`src/rtl/down_counter_timer.sv`:
```
// Programmable down-counter/timer: counts a reload value down to zero on en ticks,
// pulsing tc once per expiry, in one-shot or periodic auto-reload mode.
module down_counter_timer #(
    parameter int unsigned WIDTH = 3
) (
    input  logic             clk,
    input  logic             rst,
    input  logic             load,
    input  logic [WIDTH-1:0] din,
    input  logic             start,
    input  logic             stop,
    input  logic             en,
    input  logic             mode,
    output logic [WIDTH-1:0] q,
    output logic             tc,
    output logic             busy,
    output logic             done
);

    typedef enum logic [1:0] {
        IDLE = 2'd0,
        RUN  = 2'd1,
        DONE = 2'd2
    } state_t;

    state_t           state;
    logic [WIDTH-1:0] rld;
    logic [WIDTH-1:0] eff_c;

    // Reload value as seen this cycle: a concurrent load overrides the stored rld
    assign eff_c = load ? din : rld;

    always_ff @(posedge clk or negedge rst) begin
        if (!rst) begin
            state <= IDLE;
            q     <= '0;
            rld   <= '0;
            tc    <= 1'b0;
            busy  <= 1'b0;
            done  <= 1'b0;
        end else begin
            tc <= 1'b0;
            case (state)
                IDLE: begin
                    if (load) begin
                        rld <= din;
                        q   <= din;
                    end
                    if (start && (eff_c != '0)) begin
                        q     <= eff_c;
                        state <= RUN;
                        busy  <= 1'b1;
                        done  <= 1'b0;
                    end
                end
                RUN: begin
                    if (load) begin
                        rld <= din;
                    end
                    if (stop) begin
                        state <= IDLE;
                        busy  <= 1'b0;
                        done  <= 1'b0;
                    end else if (en) begin
                        if (q == WIDTH'(1)) begin
                            tc <= 1'b1;
                            // A zero reload would leave q==0 in RUN, so it ends the run instead
                            if (mode && (eff_c != '0)) begin
                                q <= eff_c;
                            end else begin
                                q     <= '0;
                                state <= DONE;
                                busy  <= 1'b0;
                                done  <= 1'b1;
                            end
                        end else if (q > WIDTH'(1)) begin
                            q <= q - WIDTH'(1);
                        end
                    end
                end
                DONE: begin
                    if (load) begin
                        rld   <= din;
                        q     <= din;
                        state <= IDLE;
                        busy  <= 1'b0;
                        done  <= 1'b0;
                    end
                    if (start && (eff_c != '0)) begin
                        q     <= eff_c;
                        state <= RUN;
                        busy  <= 1'b1;
                        done  <= 1'b0;
                    end
                end
                default: begin
                    state <= IDLE;
                    q     <= '0;
                    busy  <= 1'b0;
                    done  <= 1'b0;
                end
            endcase
        end
    end

endmodule

```
`config.mk`:
```
export PLATFORM = sky130hd
export DESIGN_NAME = down_counter_timer
export DESIGN_NICKNAME = d
export VERILOG_FILES = /design/src/rtl/down_counter_timer.sv
export SDC_FILE = /design/constraint.sdc
export NUM_CORES = 1
export LEC_CHECK = 0
export ABC_AREA = 1
export CORE_UTILIZATION = 45
export CTS_BUF_LIST = sky130_fd_sc_hd__clkbuf_8
export DETAILED_ROUTE_END_ITERATION = 12
export PLACE_DENSITY = 0.72
export SKIP_CTS_REPAIR_TIMING = 1
export SLEW_MARGIN = 0
export SYNTH_ARGS = -nofsm -noshare
export SYNTH_HDL_FRONTEND = slang
export SYNTH_SLANG_ARGS = --single-unit
```
`constraint.sdc`:
```
create_clock -name clk -period 2.3 [get_ports clk]
set_input_delay 0.46 -clock clk [delete_from_list [all_inputs] [get_ports clk]]
set_output_delay 0.46 -clock clk [all_outputs]
set_load 0.01 [all_outputs]
```
Word level (Yosys, flattened, before mapping):

Cells that the tools add are included.

* muxes and demuxes: 36
* reductions and logical operators: 8
* magnitude comparators: 1
* $add $sub $neg: 1
* equality and inequality tests: 12

Operators with widths (count)
* two-way mux 3 bit: 8
* two-way mux 1 bit: 17
* != test 3 bit (second input constant): 5
* two-way mux 2 bit: 7
* != test 2 bit (second input constant): 3
* case mux 1 bit (3 select lines): 2
* case mux 2 bit (3 select lines): 1
* case mux 3 bit (2 select lines): 1
* AND reduction 5 bit: 1
* AND reduction 4 bit: 1
* equality test 3 x 1 -> 1 bit (second input constant): 1
* greater-than comparator 3 x 1 -> 1 bit (second input constant): 1
* != test 3 x 1 -> 1 bit (second input constant): 1
* nonzero test 3 bit: 1
* OR reduction 3 bit: 1
* subtractor 3 x 1 -> 3 bit (second input constant): 1
* equality test 2 x 1 -> 1 bit (second input constant): 1
* equality test 2 bit (second input constant): 1
* logical AND 1 bit: 2
* logical NOT 2 bit: 1
* OR reduction 2 bit: 1

* register bits after elaboration: 11
* word-level logic and storage cells: 64
* output and inout bits: 6

Logic depth before layout (Yosys ltp):

* word-level depth: 8
* depth in mapped cells: 11
* depth with buffers taken out: 11

Worst setup path before layout:

OpenSTA, ideal clock, no wires.

* kind: register to register
* from: register q[1]
* to: register busy
* period minus slack after synthesis: 1.438 ns
* arrival time: 1.318 ns
* cell stages (with the launch flop): 12
* setup slack: 0.862 ns
* cells stage by stage: dfrtp_1 inv_1 ha_1 inv_1 nor2_1 inv_1 nor2_1 nand2_1 nand2_2 nand3_1 nand2_1 nand2_1

* cells in the longest elaborated chain, start to end: 3

RTL lines
* start: declaration: line 14 `output logic [WIDTH-1:0] q,`
* start signal: assignment: line 47 `q <= din;`
* start signal: assignment: line 77 `q <= q - WIDTH'(1);`
* start signal: assignment: line 84 `q <= din;`
* equality test 3 x 1 -> 1 bit: line 65 `if (q == WIDTH'(1)) begin`
* != test 3 bit (no source line)
* AND reduction 5 bit (no source line)
* end signal: assignment: line 62 `busy <= 1'b0;`
* end signal: assignment: line 73 `busy <= 1'b0;`
* end signal: assignment: line 86 `busy <= 1'b0;`
* end: declaration: line 16 `output logic busy,`

No other way between the ends.
A chain may end at the register's enable or synchronous reset.

Worst setup path in the final report:

* from: input load
* to: register q[0]

* cells in the longest elaborated chain, start to end: 8

RTL lines
* start: declaration: line 8 `input logic load,`
* two-way mux 3 bit
* nonzero test 3 bit: line 49, 68, 89
* logical AND 1 bit: line 68 `if (mode && (eff_c != '0)) begin`
* two-way mux 3 bit: line 68
* two-way mux 3 bit: line 65
* two-way mux 3 bit: line 64 `end else if (en) begin`
* two-way mux 3 bit: line 60 `if (stop) begin`
* case mux 3 bit (2 select lines): line 43 `case (state)`

Several ways; a longest one is shown, not always the timed one. The select of a mux whose other input is x is not followed.

==> results.ini <==
[timing]
finalHoldViolCount=0
fin_crit_ns=1.69
period_share_pct=73.6
setup_violations=0
slew_violations=0
tns_ns=0
clock.fmax_ghz=0.591
skew_ns=0.00401
rsz0062_at_grt=false
relSlewSlack_pct=69.5
worst_pin_slew_ns=0.455

[critical_path]
rr_endpoint=busy
r2r_slack_ns=0.68
crit_fanout=6
cp_data_required_time_ns=2.42
cpMostUsedCell=nand2_1
path_class=input port to flop
rr_worst_depth=11
critPathCaptureType=flop
worstSetupStartpointType=input port
arrival_ns=1.81
max_stage_delay_ns=0.49
r2r-start=q[1]
crit_chain=clkdlybuf4s50_1 > inv_2 > nand2_1 > nand2_2 > nand3_4 > nand2_4 > nand2_1 > nand3_1 > nand2_1 > nand2_1 > nand2_1
cpMaxStageDelayCell=clkdlybuf4s50_1
startpoint=load
cp-endpoint=q[0]

[yosys]
synth_cell_type_count=19
ys_seq_elements=10
syn_nets=122
yosysWarnings=0
async_flop_share_pct=100
synth_common_cells=nand2_1, inv_1, dfrtp_1, nand3_1, nor2_1
synth_top_area_share_pct=33.7
netlist_instances=110
synth_most_common_cell=nand2_1
synth-edff-count=0
netlist_top_cells_area=dfrtp_1, nand2_1, inv_1, nand2_2, nand3_1
synth_area_sq_um=743
synthFlopType=dfrtp_1
syn-mean-instance-area_sq_um=6.76
ys_seq_area_share_pct=33.7
yosysTopAreaCell=dfrtp_1

[grt]
grt_pass1_wl_microns=2710
antenna_found_initial=0
grt_max_degree=11
grt_pass1_vias=662
overflow=0
gr-usage-all-layers_pct=20.3

[cts]
cts_root_buf=clkbuf_8
numCtsBuffers=3
path_clk_slew_ns=0.05
clk_latency_ns=0.24
cts.sinks=10
tritoncts=yes
cts_htree_levels=1
clockBufferDepth=2

[detailed_routing]
drc=0
vias=708
routed_wl_microns=1600
drtIter0Drc=3
dr.pass1.iters=4
wl_per_cell_microns=11.1
ant_nets=0
via_per_inst=4.92

[min_path]
min_path_cells=2
hp-class=flop to flop
hp-start=busy

[placement]
place.gp.congestion=0.800
portBuffers=15
dp_hpwl_microns=1290

[floorplanning]
die_x_microns=42.6
die-area_sq_um=1820
fp-row-count=14
core_area_sq_um=1520
die_y_microns=42.6
initial_core_util_pct=48.8
ios=16

[run]
drv_cap=0

[power_and_ir_drop]
p_leak_nw=0.504
power.density_nw_per_um2=1130
peakVddDrop_v=0.000596
finalPower_mw=1.08

[layout]
area_growth_pct=28.5
antennaDiodeCount=0
nNetsFinal=142
drive_above_1_share_pct=14.8

[run_status]
outcome=finished clean

==> how the worst min path moves through the flow <==
stage | slack [ns] | to
floorplan | 0.16 | busy
global placement | 0.47 | busy
detailed placement | 0.48 | busy
CTS | 0.49 | busy
global route | 0.51 | rld[1]
finish | 0.48 | busy
==> cells in the final DEF (no fill, tap or decap) <==
cell | Yosys | routed
nand2_4 | 3 | 3
nor2_1 | 7 | 7
nand3_1 | 7 | 7
nand4_1 | 1 | 1
nand3_4 | 1 | 1
clkdlybuf4s50_1 | 0 | 15
a21oi_1 | 4 | 4
nor3_1 | 1 | 1
nand2_2 | 6 | 6
o21ai_0 | 6 | 6
o211ai_1 | 2 | 2
clkbuf_8 | 0 | 3
nand3_2 | 1 | 1
inv_1 | 20 | 20
dfrtp_1 | 10 | 10
a21oi_2 | 1 | 1
nand2_1 | 34 | 34
ha_1 | 2 | 2
or2_2 | 1 | 1
inv_2 | 2 | 2
nor2_2 | 1 | 1
==> cell type report <==
cell class,count,area (sq um)
Multi-Input combinational cell,78,410
Sequential cell,10,250
Timing Repair Buffer,15,150
Clock buffer,3,41.3
Tap cell,16,20.0
Fill cell,138,569
Inverter,22,82.6
==> report_power, final <==
group / switching (mW) / internal [mW] / leakage, nW
Sequential: 0.0646 / 0.249 / 0.121
Combinational: 0.335 / 0.254 / 0.361
Clock: 0.0646 / 0.114 / 0.0216
==> critical path: cells and delay by family <==
kind / cells / cell delay (ns)
buf+inv: 2 / 0.61
simple gates: 9 / 0.75
==> registers in the layout, summed over array words and instances, names as in the netlist <==
signal / flops
done: 1
rld: 3
tc: 1
state: 1
q: 3
busy: 1
==> metal layers <==
layer,GRT usage (%),vias to the layer above,share of wire [%]
met1,26.7,311,49
met3,5.60,4,5.5
met2,30.6,19,43
met5,0,-,0
met4,9.38,0,2.3
li1,-,374,-
==> through the flow <==
stage                     setup WS (ns)  hold slack [ns]  instance area (sq um)  utilization, %  cells
after floorplan                   0.862            0.164                    743               -    110
after global placement            0.417            0.470                    913            59.9    141
after detailed placement          0.367            0.476                    913            59.9    141
after CTS                         0.604            0.492                    955            62.6    144
after global routing              0.483            0.514                    955            62.6    144
final                             0.608            0.483                    955            62.6    144
==> kinds of logic after synthesis <==
group                    after synthesis  share of synthesized area (%)
AND/OR/NAND/NOR                       63                           41.9
buffers and inverters                 22                           11.1
AO/OA/AOI/OAI                         13                           9.93
flip-flops                            10                           33.7
adder cells (fa/ha/maj)                2                           3.37
No activity file was read; power rests on OpenSTA's default activity.
==> patch, RTL diff (config.mk and constraints unchanged) <==
Re-encode `state_t` (3 states) as one-hot, 3 bits wide.
--- a/src/rtl/down_counter_timer.sv
+++ b/src/rtl/down_counter_timer.sv
@@ -17,10 +17,10 @@
     output logic             done
 );
 
-    typedef enum logic [1:0] {
-        IDLE = 2'd0,
-        RUN  = 2'd1,
-        DONE = 2'd2
+    typedef enum logic [2:0] {
+        IDLE = 3'b001,
+        RUN  = 3'b010,
+        DONE = 3'b100
     } state_t;
 
     state_t           state;
Behaviour: no difference found for any inputs over 10 cycles, from zero or initial values and one cycle with rst low; not proved beyond that.
==> patch against the original RTL <==
- utilization shrank 1.4 points
- synthesized cell count increased by 8.2%
- clock skew down 1.8 ps
- total power rose by 13%
- combinational power increased by 16%
- sequential power up 8.3%
- wire length grew 10%
- count of clock-buffer cells in the layout unchanged
- sequential cell count up 1
- global-route usage decreased by 0.45 points
- area after synthesis rose by 12%
- setup slack worse by 21 ps
- design area rose by 11%
- critical endpoint is now q[1]
- largest power group unchanged
- highest routed layer unchanged
==> patch: results (changes against the original RTL) <==
[critical_path]
cpPeakStageDelay_ps = 580  ; +90 ps
timing.reg2reg.setup_slack_ps = 640  ; -40 ps
rr_worst_depth = 10  ; -1
rr_endpoint = state[0]
cp_max_fo = 7  ; +1

[cts]
cts_buffers = 3  ; unchanged
h-tree-depth = 1  ; unchanged
cts_root_buf = clkbuf_8

[placement]
dpl.hpwl_um = 1420  ; +9.9%
gp_congestion = 0.797  ; -0.40%
dp_slack_ps = 348  ; -19.5 ps
place_area_sq_um = 1010  ; +11%

[synth]
synthArstFlopShare_pct = 100  ; unchanged
synthAdderAreaFrac_pct = 3.01  ; -0.35 points
synth_compound_area_share_pct = 11.9  ; +2.0 points
ys_types = 20  ; +1
synth_common_cells = nand2_1 (28), inv_1 (19), dfrtp_1 (10), nand3_1 (10)
yosys-top-cells-area = dfrtp_1 (30%), nand2_1 (13%), inv_1 (8.6%)
avgSynthCellArea_sq_um = 6.98  ; +3.3%
synth_xor_area_share_pct = 0  ; unchanged
synth_nets = 131  ; +7.4%
yosysSeqAreaShare_pct = 33.3  ; -0.39 points
dominantRegCellSynth = dfrtp_1

[min_path]
holdCritStartpoint = rld[2]
holdPathStages = 2  ; unchanged
worst_hold_path.endpoint = rld[2]

[global_route]
grt_pass1_wl_um = 2840  ; +4.8%
first_global_vias = 683  ; +3.2%
use_met3_pct = 5.20  ; -0.40 points
grt_max_degree = 12  ; +1
met1_usage_pct = 24.5  ; -2.2 points
grt_use_total_pct = 19.8  ; -0.45 points
grt_use_met2_pct = 32.8  ; +2.1 points

[outcome]
status = finished, final reports clean

[power_and_ir_drop]
p_switching_uw = 550  ; +18%
pg_clk_uw = 192  ; +7%
power_leakage_uw = 0.000545  ; +8.2%
pg_seq_uw = 340  ; +8.3%
sw_frac_of_total_pct = 45.2  ; +2.3 points
ir_drop_mv = 0.710  ; +19%

[sta]
slew_headroom_pct = 64.7  ; -4.9 points
skew_ps = 2.21  ; -1.80 ps
hold_slack_ps = 496  ; +12.5 ps

[route]
top_layer = met4
drt-initial-drc-count = 19  ; +16
routed-wl-met2_um = 851  ; +23%
wl_met3_um = 67  ; -24%
drt-pass1-iter-count = 4  ; unchanged
wl_per_cell_um = 10.8  ; -2.6%
wl_met1_um = 826  ; +5.5%
vias_per_cell = 4.82  ; -2.0%

[finish]
antenna_cells = 0  ; unchanged
fin_cells = 163  ; +13%
reg_top3 = q x3, rld x3, state x2
layout.nets = 151  ; +6.3%
layout-drive-gt1-share_pct = 17.4  ; +2.5 points

-- patch: changes by cell type after synthesis, moves of 2 or more --
cell     before  now
nor2_1        7    9
nand2_4       3    6
o21ai_0       6    9
inv_2         2    4
nand2_1      34   28
nand3_1       7   10
-- patch: worst max path at each step --
| stage | to | slack [ps] | cells past startpoint | start |
|---|---|---|---|---|
| 2_1_floorplan | busy | 850 | 9 | q[1] |
| 3_3_place_gp | busy | 390 | 10 | load |
| 3_5_place_dp | busy | 350 | 10 | load |
| 4_1_cts | busy | 590 | 10 | load |
| 5_1_grt | q[1] | 470 | 11 | load |
| 6_report | q[1] | 590 | 10 | load |
-- patch: final cells by class --
cell class,instances,area [sq um]
Tap cell,25,31.3
Fill cell,163,669
Clock inverter,1,3.75
Sequential cell,11,277
Inverter,24,90.1
Timing Repair Buffer,15,150
Clock buffer,3,41.3
Multi-Input combinational cell,84,464
